$ cat config.mk
export PLATFORM = sky130hd
export DESIGN_NAME = ex_muldiv_unit_flat
export DESIGN_NICKNAME = d
export VERILOG_FILES = /design/src/rtl/ex_muldiv_unit_if.sv /design/src/rtl/ex_muldiv_unit.sv /design/src/flat_wrapper.sv
export SDC_FILE = /design/constraint.sdc
export NUM_CORES = 1
export LEC_CHECK = 0
export ABC_AREA = 1
export CAP_MARGIN = 40
export CORE_ASPECT_RATIO = 1.25
export CORE_UTILIZATION = 40
export DETAILED_ROUTE_END_ITERATION = 16
export GPL_TIMING_DRIVEN = 0
export SLEW_MARGIN = 10
export SYNTH_ARGS = -nofsm -noshare
export SYNTH_HDL_FRONTEND = slang
export SYNTH_SLANG_ARGS = --single-unit
$ cat constraint.sdc
create_clock -name clk -period 11.1 [get_ports clk]
set_input_delay 2.22 -clock clk [delete_from_list [all_inputs] [get_ports clk]]
set_output_delay 2.22 -clock clk [all_outputs]
set_load 0.05 [all_outputs]
$ cat src/rtl/ex_muldiv_unit_if.sv
`default_nettype none
// +--------------------------------------------------------------------+
// | ex_muldiv_unit_if : request/response bundle for the EX mul/div unit |
// | Revision 1.0                                                       |
// +--------------------------------------------------------------------+
interface ex_muldiv_unit_if #(
  parameter int XLEN = 32
);
  logic            start;
  logic [2:0]      op;
  logic [XLEN-1:0] op_a;
  logic [XLEN-1:0] op_b;
  logic            flush;
  logic            busy;
  logic            done;
  logic [XLEN-1:0] result;

  modport master (output start, op, op_a, op_b, flush, input busy, done, result);
  modport slave  (input start, op, op_a, op_b, flush, output busy, done, result);
endinterface
`default_nettype wire

$ cat src/rtl/ex_muldiv_unit.sv
`default_nettype none
// +--------------------------------------------------------------------+
// | ex_muldiv_unit : iterative RV32M multiply/divide, one bit per cycle |
// | Revision 1.0                                                       |
// +--------------------------------------------------------------------+
module ex_muldiv_unit #(
  parameter int XLEN = 32
) (
  input logic              clk,
  input logic              rst,
  ex_muldiv_unit_if.slave  bus
);

  localparam int              CW    = $clog2(XLEN) + 1;
  localparam logic [XLEN-1:0] C_MIN = {1'b1, {(XLEN-1){1'b0}}};

  typedef enum logic [1:0] {
    S_IDLE = 2'd0,
    S_CALC = 2'd1,
    S_DONE = 2'd2
  } state_t;

  state_t          state_q, state_d;
  logic [CW-1:0]   cnt_q, cnt_d;
  logic [XLEN-1:0] hi_q, hi_d, lo_q, lo_d, opnd_q, opnd_d, result_q, result_d;
  logic [2:0]      op_q, op_d;
  logic            neg_quo_q, neg_quo_d, neg_rem_q, neg_rem_d, done_q, done_d;

  logic            accept, signed_a, signed_b, sa, sb, div_zero, div_ovf;
  logic [XLEN-1:0] abs_a, abs_b;
  logic [XLEN:0]   mul_sum, div_sh;
  logic            div_ge;
  logic [XLEN-1:0] it_hi, it_lo, quo, rem, final_res;
  logic [2*XLEN-1:0] prod;

  // Operand decode for the request currently presented.
  always_comb begin
    accept   = (state_q == S_IDLE) && bus.start && !bus.flush;
    signed_a = bus.op[2] ? !bus.op[0] : (bus.op[1:0] != 2'b11);
    signed_b = bus.op[2] ? !bus.op[0] : !bus.op[1];
    sa       = signed_a & bus.op_a[XLEN-1];
    sb       = signed_b & bus.op_b[XLEN-1];
    abs_a    = sa ? -bus.op_a : bus.op_a;
    abs_b    = sb ? -bus.op_b : bus.op_b;
    div_zero = bus.op[2] && (bus.op_b == '0);
    div_ovf  = bus.op[2] && !bus.op[0] && (bus.op_a == C_MIN) && (bus.op_b == '1);
  end

  // One iteration: mul keeps partial product in hi and multiplier in lo;
  // div keeps partial remainder in hi and dividend/quotient bits in lo.
  always_comb begin
    mul_sum = {1'b0, hi_q} + {1'b0, (lo_q[0] ? opnd_q : {XLEN{1'b0}})};
    div_sh  = {hi_q, lo_q[XLEN-1]};
    div_ge  = div_sh >= {1'b0, opnd_q};
    if (op_q[2]) begin
      it_hi = div_ge ? (div_sh[XLEN-1:0] - opnd_q) : div_sh[XLEN-1:0];
      it_lo = {lo_q[XLEN-2:0], div_ge};
    end else begin
      it_hi = mul_sum[XLEN:1];
      it_lo = {mul_sum[0], lo_q[XLEN-1:1]};
    end
    prod      = neg_quo_q ? -{it_hi, it_lo} : {it_hi, it_lo};
    quo       = neg_quo_q ? -it_lo : it_lo;
    rem       = neg_rem_q ? -it_hi : it_hi;
    final_res = '0;
    unique case (op_q)
      3'b000:                 final_res = prod[XLEN-1:0];
      3'b001, 3'b010, 3'b011: final_res = prod[2*XLEN-1:XLEN];
      3'b100, 3'b101:         final_res = quo;
      default:                final_res = rem;
    endcase
  end

  always_comb begin
    state_d   = state_q;
    cnt_d     = cnt_q;
    hi_d      = hi_q;
    lo_d      = lo_q;
    opnd_d    = opnd_q;
    op_d      = op_q;
    neg_quo_d = neg_quo_q;
    neg_rem_d = neg_rem_q;
    result_d  = result_q;
    done_d    = 1'b0;
    unique case (state_q)
      S_IDLE: begin
        if (accept) begin
          op_d      = bus.op;
          neg_quo_d = sa ^ sb;
          neg_rem_d = sa;
          cnt_d     = CW'(XLEN);
          hi_d      = '0;
          lo_d      = bus.op[2] ? abs_a : abs_b;
          opnd_d    = bus.op[2] ? abs_b : abs_a;
          if (div_zero) begin
            result_d = bus.op[1] ? bus.op_a : {XLEN{1'b1}};
            done_d   = 1'b1;
            state_d  = S_DONE;
          end else if (div_ovf) begin
            result_d = bus.op[1] ? {XLEN{1'b0}} : bus.op_a;
            done_d   = 1'b1;
            state_d  = S_DONE;
          end else begin
            state_d = S_CALC;
          end
        end
      end
      S_CALC: begin
        if (bus.flush) begin
          state_d = S_IDLE;
        end else begin
          hi_d  = it_hi;
          lo_d  = it_lo;
          cnt_d = cnt_q - CW'(1);
          if (cnt_q == CW'(1)) begin
            result_d = final_res;
            done_d   = 1'b1;
            state_d  = S_DONE;
          end
        end
      end
      default: state_d = S_IDLE;
    endcase
  end

  always_ff @(posedge clk) begin
    if (rst) begin
      state_q   <= S_IDLE;
      cnt_q     <= '0;
      hi_q      <= '0;
      lo_q      <= '0;
      opnd_q    <= '0;
      op_q      <= '0;
      neg_quo_q <= 1'b0;
      neg_rem_q <= 1'b0;
      result_q  <= '0;
      done_q    <= 1'b0;
    end else begin
      state_q   <= state_d;
      cnt_q     <= cnt_d;
      hi_q      <= hi_d;
      lo_q      <= lo_d;
      opnd_q    <= opnd_d;
      op_q      <= op_d;
      neg_quo_q <= neg_quo_d;
      neg_rem_q <= neg_rem_d;
      result_q  <= result_d;
      done_q    <= done_d;
    end
  end

  assign bus.busy   = (state_q == S_CALC) || accept;
  assign bus.done   = done_q;
  assign bus.result = result_q;

endmodule
`default_nettype wire
$ cat src/flat_wrapper.sv
// flat-port wrapper written by rule: the top's interface ports become plain ports
module ex_muldiv_unit_flat 
#(
  parameter int XLEN = 32
)
  (clk, rst, bus_start, bus_op, bus_op_a, bus_op_b, bus_flush, bus_busy, bus_done, bus_result);
  ex_muldiv_unit_if #(.XLEN(XLEN)) bus_i ();
  input logic clk;
  input logic rst;
  input wire logic [$bits(bus_i.start)-1:0] bus_start;
  input wire logic [$bits(bus_i.op)-1:0] bus_op;
  input wire logic [$bits(bus_i.op_a)-1:0] bus_op_a;
  input wire logic [$bits(bus_i.op_b)-1:0] bus_op_b;
  input wire logic [$bits(bus_i.flush)-1:0] bus_flush;
  output wire logic [$bits(bus_i.busy)-1:0] bus_busy;
  output wire logic [$bits(bus_i.done)-1:0] bus_done;
  output wire logic [$bits(bus_i.result)-1:0] bus_result;
  assign bus_i.start = bus_start;
  assign bus_i.op = bus_op;
  assign bus_i.op_a = bus_op_a;
  assign bus_i.op_b = bus_op_b;
  assign bus_i.flush = bus_flush;
  assign bus_busy = bus_i.busy;
  assign bus_done = bus_i.done;
  assign bus_result = bus_i.result;
  ex_muldiv_unit #(.XLEN(XLEN)) u_core (.clk(clk), .rst(rst), .bus(bus_i));
endmodule
* Word-level counts from Yosys, hierarchy flattened *
Cells that the tools add are included.

operators by class
  magnitude comparators = 1
  eq/ne operators = 15
  reductions and logical operators = 20
  bitwise gates (word level) = 3
  multiplexer cells = 43
  add/sub/neg operators = 8

operator list
  cell                                                   count
  two-way mux 32 bit                                     21
  one-hot mux 32 bit (2 select lines)                    3
  negator 32 bit                                         4
  one-hot mux 32 bit (3 select lines)                    1
  equality test 32 bit, second input constant            2
  two-way mux 64 bit                                     1
  negator 64 bit                                         1
  adder 32 x 32 -> 33 bit                                1
  >= comparator 33 x 32 -> 1 bit                         1
  logical NOT 32 bit                                     1
  subtractor 32 bit                                      1
  two-way mux 6 bit                                      2
  one-hot mux 6 bit (2 select lines)                     1
  two-way mux 2 bit                                      5
  two-way mux 1 bit                                      7
  equality test 3 x 2 -> 1 bit, second input constant    2
  equality test 3 bit, second input constant             2
  equality test 6 x 1 -> 1 bit, second input constant    1
  logical AND 1 bit                                      6
  subtractor 6 x 1 -> 6 bit, second input constant       1
  AND reduction 5 bit                                    1
  inequality test 2 x 1 -> 1 bit, second input constant  2
  inequality test 2 bit, second input constant           2
  one-hot mux 2 bit (2 select lines)                     1
  16 further kinds                                       20

word-level totals
  output and inout port bits = 34
  logic and storage cells = 100
  flip-flop bits (word level) = 142

* Depth between registers and ports, before layout *
Gate-level depths: netlist of run 1.

  word-level depth = 9
  mapped depth = 33
  mapped depth without buffers = 33

* Worst setup path after synthesis of run 1 *
No wires, ideal clock.

  path type = input -> output
  start point = in bus_flush
  end point = out bus_busy
  arrival time = 3.083 ns
  cell stages on the path = 4
  setup slack = 5.797 ns
  path buffers = 1
  cells stage by stage = inv_1 -> nand3_1 -> clkbuf_1 -> nand2_1

between the ends
  longest elaborated chain between the ends = 3

RTL lines
  item               RTL line               RTL
  start, declared    flat_wrapper.sv:14     input wire logic [$bits(bus_i.flush)-1:0] bus_flush;
  logical NOT 1 bit  ex_muldiv_unit.sv:38   accept = (state_q == S_IDLE) && bus.start && !bus.flush;
  logical AND 1 bit  ex_muldiv_unit.sv:38
  logical OR 1 bit   ex_muldiv_unit.sv:152  assign bus.busy = (state_q == S_CALC) || accept;
  end, declared      flat_wrapper.sv:15     output wire logic [$bits(bus_i.busy)-1:0] bus_busy;

Every way passes these cells.

* Worst setup path after layout of run 1 *
Same ends and word-level chain as after synthesis.

==> metrics.json, run 1 <==
{
  "status": {
    "status": "finished clean"
  },
  "yosys": {
    "yosys-top-cells-area": "sky130_fd_sc_hd__nand2_1 20%, sky130_fd_sc_hd__dfxtp_1 16%, sky130_fd_sc_hd__inv_1 9.8%",
    "synthesis_warnings": 0,
    "netlist.top_cell.by_area": "sky130_fd_sc_hd__nand2_1",
    "post_synth_num_cell_types": 59,
    "synthArstFlopShare": 0,
    "register_bit_total_from_synthesis": 142,
    "synthesis.instances": 3145,
    "synth.yosys.seq_area_share": 0.161,
    "synthDominantCellAreaShare": 0.202,
    "synth_fp_nets": 3289,
    "synthTopCellsByCount": "947 x sky130_fd_sc_hd__nand2_1, 461 x sky130_fd_sc_hd__inv_1, 288 x sky130_fd_sc_hd__nor2_1, 213 x sky130_fd_sc_hd__nand3_1, 185 x sky130_fd_sc_hd__a21oi_1",
    "synth_edf_count": 0,
    "synth.cell_area_sq_um": 17600,
    "yosysMostFrequentCell": "sky130_fd_sc_hd__nand2_1",
    "yosys_most_used_dff": "sky130_fd_sc_hd__dfxtp_1",
    "synth.avg_cell_area_sq_um": 5.60
  },
  "timing": {
    "final.hold.worst_slack_ns": 0.473,
    "report.final.hold_viol_count": 0,
    "setup_viol": 0,
    "maxSlewHeadroom": 0.377,
    "rsz0062_at_grt": "false",
    "fin_tns_setup_ns": 0,
    "layout_min_cycle_time_ns": 7.00,
    "finalWorstSetupSlack_ns": 4.10,
    "slew_violations": 0,
    "max_freq_mhz": 143,
    "layout_worst_path_cycle_share": 0.631,
    "worstMarginPinSlew_ns": 0.934,
    "finClkSkew_ns": 0.0145
  },
  "final_layout": {
    "final-seq-area_sq_um": 2840,
    "post_route_core_utilization": 0.463,
    "area_growth_pct": 13.7,
    "multi_input_area_sq_um": 12400,
    "num-fill-cells": 4763,
    "finish.instance_area_sq_um": 20000,
    "fin_nets": 3414,
    "ratio_of_cells_with_drive_above_1_in_the_final_layout": 0.0597
  },
  "worst_setup_path": {
    "crit_path_start_kind": "input port",
    "critPathMaxFanout": 10,
    "critPathRequiredTime_ns": 8.88,
    "critPathKind": "in -> out",
    "worst_setup_path_end_kind": "output port",
    "crit_arrival_ns": 4.78
  },
  "die": {
    "fp.dieH_microns": 237,
    "chipWidth_microns": 190,
    "std_cell_rows": 85,
    "floorplan.initialDensity": 0.407,
    "num_io_pins": 105,
    "core_area_sq_um": 43300,
    "floorplan.die_area_sq_um": 44900
  },
  "clock_tree": {
    "tritoncts_num_sinks": 142,
    "tritoncts_clock_tree": "done",
    "cts_max_level": 4,
    "cts-root-buf": "sky130_fd_sc_hd__clkbuf_16",
    "worst_skew_pair_latency_ns": 0.47,
    "ctsLongestPathBuffers": 2,
    "clkTransAtPathRegs_ns": 0.06,
    "post-cts-setup-buffers": 0,
    "tritoncts.num_buffers": 17,
    "hold_buffers": 0,
    "ctsResizeCount": 0
  },
  "placed_design": {
    "io_buffer_count": 102,
    "gp_congestion": 1.07,
    "hpwl_microns": 78100,
    "pre_cts_slack_ns": 4.19,
    "dpl_cell_area_sq_um": 19400
  },
  "routing": {
    "detailedRoute.firstIterationViolations": 2573,
    "drt-pass1-iter-count": 7,
    "detail_route.drc_violations": 0,
    "routed_wl_microns": 93600,
    "dr_total_vias": 22300,
    "vias_per_cell": 5.79,
    "route.antenna.remaining_nets": 0,
    "wl_per_cell_microns": 24.3
  },
  "global_route": {
    "groute.usage.overall": 0.410,
    "first_global_vias": 20600,
    "grt_remaining_overflow": 0,
    "wire_length_of_the_first_global_routing_pass_microns": 134000,
    "grt_start_max_net_pins": 17,
    "antenna_found_initial": 0
  },
  "job": {
    "max_cap_violations": 0
  },
  "min_path": {
    "min_path_type": "reg -> reg"
  },
  "power": {
    "power-per-cell-area_nw_per_um2": 113,
    "static-leakage-power_nw": 9.89,
    "ir_worst_vdd_mv": 0.124
  }
}
per-layer routing:
layer | wire length [microns] | GRT usage | vias to the layer above
met4 | 8960 | 0.335 | 0
met5 | 0 | 0 | -
met3 | 6870 | 0.0618 | 324
met2 | 43700 | 0.694 | 1209
met1 | 34100 | 0.454 | 10300
li1 | - | - | 10400
flip-flops by register name (all words and copies together) (netlist names):
register and flops:
u_core.bus.result 32, u_core.hi_q 32, u_core.lo_q 32, u_core.opnd_q 32
u_core.cnt_q 6, u_core.op_q 3, u_core.state_q 2, u_core.bus.done 1
u_core.neg_quo_q 1, u_core.neg_rem_q 1
path summary, 6_finish.rpt:
kind	start	endpoint	slack (ns)	cells after the start
hold / removal	u_core.bus.result[26]	u_core.bus.result[26]	0.47	2
setup reg to reg	u_core.lo_q[0]	u_core.bus.result[23]	5.84	29
hold reg to reg	u_core.bus.result[26]	u_core.bus.result[26]	0.47	2
setup / recovery	bus_flush	bus_busy	4.10	6
worst max-delay path: stages:
cell                              delay, ns
sky130_fd_sc_hd__clkdlybuf4s50_1       0.49
sky130_fd_sc_hd__inv_1                 0.05
sky130_fd_sc_hd__nand3_1               0.48
sky130_fd_sc_hd__clkbuf_1              0.66
sky130_fd_sc_hd__nand2_1               0.12
sky130_fd_sc_hd__clkdlybuf4s50_1       0.75
power breakdown:
part	leakage, nW	internal (mW)	switching, mW
registers	1.15	0.537	0.0269
clock network	0.307	0.389	0.262
logic	8.42	0.298	0.746
logic make-up after synthesis:
logic type,Yosys count,synth area share
AND/OR/NAND/NOR,1652,0.406
buffers and inverters,600,0.136
AO/OA/AOI/OAI,577,0.194
flip-flops,142,0.161
XOR/XNOR,101,0.0502
adder cells (fa/ha/maj),73,0.0527
cells in the final DEF, fill, tap and decap left out, types with 22 or more instances in the layout:
cell	synthesis	final
sky130_fd_sc_hd__nor3_1	29	29
sky130_fd_sc_hd__o211ai_1	26	26
sky130_fd_sc_hd__o21ai_1	26	26
sky130_fd_sc_hd__ha_1	71	71
sky130_fd_sc_hd__a21oi_1	185	185
sky130_fd_sc_hd__nor2_1	288	288
sky130_fd_sc_hd__nand2_1	947	947
sky130_fd_sc_hd__dfxtp_1	142	142
sky130_fd_sc_hd__nand3_1	213	213
sky130_fd_sc_hd__clkbuf_1	86	87
sky130_fd_sc_hd__clkdlybuf4s50_1	0	102
sky130_fd_sc_hd__a31oi_1	41	41
sky130_fd_sc_hd__nand4_1	58	58
sky130_fd_sc_hd__inv_1	461	461
sky130_fd_sc_hd__xor2_1	84	84
sky130_fd_sc_hd__o21ai_0	169	169
sky130_fd_sc_hd__a22oi_1	22	22
stage by stage:
stage	std cells	power, mW
floorplan	3145	1.21
global placement	3812	1.58
detailed placement	3816	1.58
CTS	3848	2.23
global route	3848	2.35
finish	3849	2.26
cell type report:
class / count / share of cell area
diodes: 1 / 0.000125
plain buffers: 127 / 0.0310
clock buffers: 20 / 0.0228
clock inverters: 12 / 0.00899
inverters: 473 / 0.0886
multi-input cells: 2403 / 0.618
flip-flops and latches: 142 / 0.142
well taps: 565 / 0.0353
repair buffers: 106 / 0.0532
Note: power is estimated with default switching activity, not from simulation.
==> inputs of run 2 (changes only) <==
==> constraint.sdc (replaced) <==
create_clock -name clk -period 6.9 [get_ports clk]
set_input_delay 1.38 -clock clk [delete_from_list [all_inputs] [get_ports clk]]
set_output_delay 1.38 -clock clk [all_outputs]
set_load 0.05 [all_outputs]
==> results of run 2 <==
The final DEF is identical to that of run 1. Status: finished clean.
Main changes from that run: setup slack after placement 4.19 ns -> 1.27 ns; setup slack after layout 4.10 ns -> 1.58 ns; register-to-register setup slack 5.84 ns -> 1.64 ns; total power 2.26 mW -> 3.64 mW; worst IR drop on VDD 0.124 mV -> 0.199 mV
==> inputs of run 3 (changes only) <==
==> constraint.sdc (replaced) <==
create_clock -name clk -period 5.4 [get_ports clk]
set_input_delay 1.08 -clock clk [delete_from_list [all_inputs] [get_ports clk]]
set_output_delay 1.08 -clock clk [all_outputs]
set_load 0.05 [all_outputs]
==> run 3 against run 2 <==
Non-clock buffer count stayed put. Flip-flop and latch count stayed put. Sequential share of layout area stayed put. Global-route usage hardly changed. Worst setup slack worse by 1.2 ns. Final cell count stayed put. Clock skew hardly changed. Clock power is 28% higher. Critical endpoint is now u_core.bus.result[23]. Highest routed layer unchanged.
==> metrics.json, run 3 (synthesis gave the netlist of run 1 again) <==
{
  "clock_tree": {
    "cts-root-buf": {"value": "sky130_fd_sc_hd__clkbuf_16", "change": "unchanged"},
    "ctsLongestPathBuffers": {"value": 2, "change": "unchanged"},
    "hold_buffers": {"value": 0, "change": "unchanged"},
    "clkTransAtPathRegs": {"value": 0.07, "unit": "ns", "change": "was 0.06 ns"},
    "tritoncts.num_buffers": {"value": 17, "change": "unchanged"},
    "tritoncts_clock_tree": {"value": "done", "change": "unchanged"},
    "tritoncts_num_sinks": {"value": 142, "change": "unchanged"},
    "worst_skew_pair_latency": {"value": 0.47, "unit": "ns", "change": "about the same"},
    "cts_max_level": {"value": 4, "change": "unchanged"}
  },
  "final_layout": {
    "ratio_of_cells_with_drive_above_1_in_the_final_layout": {"value": 0.0597, "change": "unchanged"},
    "num-fill-cells": {"value": 4763, "change": "unchanged"},
    "final-instance-count-excl-fill": {"value": 3849, "change": "unchanged"},
    "area_growth": {"value": 13.7, "unit": "%", "change": "unchanged"},
    "post_route_core_utilization": {"value": 0.463, "change": "unchanged"},
    "mostFrequentLayoutCells": {"value": "947 x sky130_fd_sc_hd__nand2_1, 461 x sky130_fd_sc_hd__inv_1, 288 x sky130_fd_sc_hd__nor2_1", "change": "unchanged"},
    "fin_nets": {"value": 3414, "change": "unchanged"},
    "layout_commonest_cell": {"value": "sky130_fd_sc_hd__nand2_1", "change": "unchanged"},
    "finish.instance_area": {"value": 20000, "unit": "sq um", "change": "unchanged"}
  },
  "worst_setup_path": {
    "timing.critical_path.mode_cell": {"value": "sky130_fd_sc_hd__nand2_1", "change": "was sky130_fd_sc_hd__clkdlybuf4s50_1"},
    "worst_setup_path_end_kind": {"value": "flip-flop", "change": "was output port"},
    "timing.rr.start": {"value": "u_core.lo_q[0]", "change": "unchanged"},
    "startpoint": {"value": "u_core.lo_q[0]", "change": "was bus_flush"},
    "crit_path_start_kind": {"value": "flip-flop", "change": "was input port"},
    "cp_slowest_cell": {"value": "sky130_fd_sc_hd__o21ai_1", "change": "was sky130_fd_sc_hd__clkdlybuf4s50_1"},
    "critPathMaxFanout": {"value": 10, "change": "unchanged"},
    "critPathRequiredTime": {"value": 5.80, "unit": "ns", "change": "was 5.52 ns"},
    "crit_arrival": {"value": 5.42, "unit": "ns", "change": "was 3.94 ns"},
    "crit_path_max_incr_delay": {"value": 0.44, "unit": "ns", "change": "was 0.75 ns"},
    "critPathKind": {"value": "reg -> reg", "change": "was in -> out"}
  },
  "timing": {
    "slew_violations": {"value": 0, "change": "unchanged"},
    "worstMarginPinSlew": {"value": 0.947, "unit": "ns", "change": "was 0.934 ns"},
    "maxSlewHeadroom": {"value": 0.369, "change": "was 0.377"},
    "report.final.hold_viol_count": {"value": 0, "change": "unchanged"},
    "rsz0062_at_grt": {"value": "false", "change": "unchanged"},
    "max_freq_mhz": 199,
    "fin_tns_setup": {"value": 0, "unit": "ns", "change": "unchanged"},
    "finClkSkew": {"value": 0.0145, "unit": "ns", "change": "about the same"},
    "final.hold.worst_slack": {"value": 0.476, "unit": "ns", "change": "was 0.473 ns"},
    "layout_min_cycle_time_ns": 5.01,
    "setup_viol": {"value": 0, "change": "unchanged"},
    "finalWorstSetupSlack": {"value": 0.386, "unit": "ns", "change": "was 1.58 ns"},
    "layout_worst_path_cycle_share": 0.929
  },
  "placed_design": {
    "hpwl": {"value": 78100, "unit": "microns", "change": "unchanged"},
    "placed_cells_incl_taps": {"value": 3816, "change": "unchanged"},
    "gp_congestion": {"value": 1.07, "change": "unchanged"},
    "dpl_cell_area": {"value": 19400, "unit": "sq um", "change": "unchanged"},
    "pre_cts_slack": {"value": 0.0661, "unit": "ns", "change": "was 1.27 ns"},
    "io_buffer_count": {"value": 102, "change": "unchanged"}
  },
  "routing": {
    "wl_per_cell": {"value": 24.3, "unit": "microns", "change": "about the same"},
    "detailedRoute.firstIterationViolations": {"value": 2495, "change": "was 2573"},
    "routed_wl": {"value": 93700, "unit": "microns", "change": "was 93600 microns"},
    "route.antenna.remaining_nets": {"value": 0, "change": "unchanged"},
    "drt-pass1-iter-count": {"value": 6, "change": "was 7"},
    "detail_route.drc_violations": {"value": 0, "change": "unchanged"},
    "dr_total_vias": {"value": 22400, "change": "was 22300"},
    "vias_per_cell": {"value": 5.83, "change": "was 5.79"}
  },
  "global_route": {
    "antenna_found_initial": {"value": 0, "change": "unchanged"},
    "wire_length_of_the_first_global_routing_pass": {"value": 134000, "unit": "microns", "change": "about the same"},
    "grt_start_max_net_pins": {"value": 17, "change": "unchanged"},
    "groute.usage.overall": {"value": 0.410, "change": "about the same"},
    "first_global_vias": {"value": 20600, "change": "about the same"},
    "grt_remaining_overflow": {"value": 0, "change": "unchanged"}
  },
  "die": {
    "floorplan.die_area": {"value": 44900, "unit": "sq um", "change": "unchanged"},
    "std_cell_rows": {"value": 85, "change": "unchanged"},
    "floorplan.initialDensity": {"value": 0.407, "change": "unchanged"},
    "num_io_pins": {"value": 105, "change": "unchanged"},
    "core_area": {"value": 43300, "unit": "sq um", "change": "unchanged"},
    "fp.dieH": {"value": 237, "unit": "microns", "change": "unchanged"},
    "chipWidth": {"value": 190, "unit": "microns", "change": "unchanged"}
  },
  "power": {
    "switching_share": {"value": 0.459, "change": "was 0.458"},
    "power.share.sequential": {"value": 0.249, "change": "was 0.250"},
    "net-switching-power": {"value": 2.14, "unit": "mW", "change": "was 1.67 mW"},
    "static-leakage-power": {"value": 9.88, "unit": "nW", "change": "was 9.89 nW"},
    "power_report.internal_total": {"value": 2.52, "unit": "mW", "change": "was 1.97 mW"},
    "p_total": {"value": 4.65, "unit": "mW", "change": "was 3.64 mW"},
    "power-per-cell-area": {"value": 232, "unit": "nW/um^2", "change": "was 181 nW/um^2"},
    "power_frac_clock": {"value": 0.288, "change": "about the same"},
    "ir_worst_vdd": {"value": 0.254, "unit": "mV", "change": "was 0.199 mV"},
    "share_comb_of_total_power": {"value": 0.462, "change": "about the same"}
  },
  "job": {
    "max_cap_violations": {"value": 0, "change": "unchanged"}
  },
  "status": {
    "status": {"value": "finished clean", "change": "unchanged"}
  },
  "min_path": {
    "hold_start": {"value": "u_core.bus.result[26]", "change": "unchanged"},
    "min_path_type": {"value": "reg -> reg", "change": "unchanged"}
  }
}
[run 3: area by class of cell]
cell class	count	area, sq um	area share
buffer	127	621	0.0310
tap	565	707	0.0353
inverter	473	1780	0.0886
sequential	142	2840	0.142
clock inverter	12	180	0.00899
multi-input combinational	2403	12400	0.618
timing repair buffer	106	1070	0.0532
antenna	1	2.50	0.000125
clock buffer	20	457	0.0228
[run 3: path summary, 6_finish.rpt]
path              depth (start not counted)  slack [ns]                    end
setup / recovery                         29        0.39  u_core.bus.result[23]
hold / removal                            2        0.48  u_core.bus.result[26]
setup reg to reg                         29        0.39  u_core.bus.result[23]
hold reg to reg                           2        0.48  u_core.bus.result[26]
[run 3: per-layer routing]
metal	routed length [microns]	GRT usage	vias up
li1	-	-	10500
met1	34600	0.454	10500
met2	43800	0.693	1189
met3	6340	0.0617	321
met4	8940	0.337	0
met5	0	0	-
[run 3: critical path: cells and delay by family, from the launching register on]
| family | cells | cell delay (ns) |
|---|---|---|
| compound gates | 3 | 0.74 |
| flops | 1 | 0.31 |
| simple gates | 18 | 2.20 |
| buf+inv | 6 | 1.17 |
| fa+ha+maj | 2 | 0.53 |
[run 3: power groups by stage]
stage / Clock [mW] / Sequential, mW / Combinational (mW)
global route: 1.38 / 1.16 / 2.28
finish: 1.34 / 1.16 / 2.15
floorplan: 0 / 1.20 / 1.30
CTS: 1.34 / 1.16 / 2.08
detailed placement: 0 / 1.18 / 2.07
global placement: 0 / 1.18 / 2.06
[run 3: what timing repair did]
item                                    CTS  global route
endpoints found under the setup margin    0             8
buffers inserted                          0             0
resized for setup                         0             1
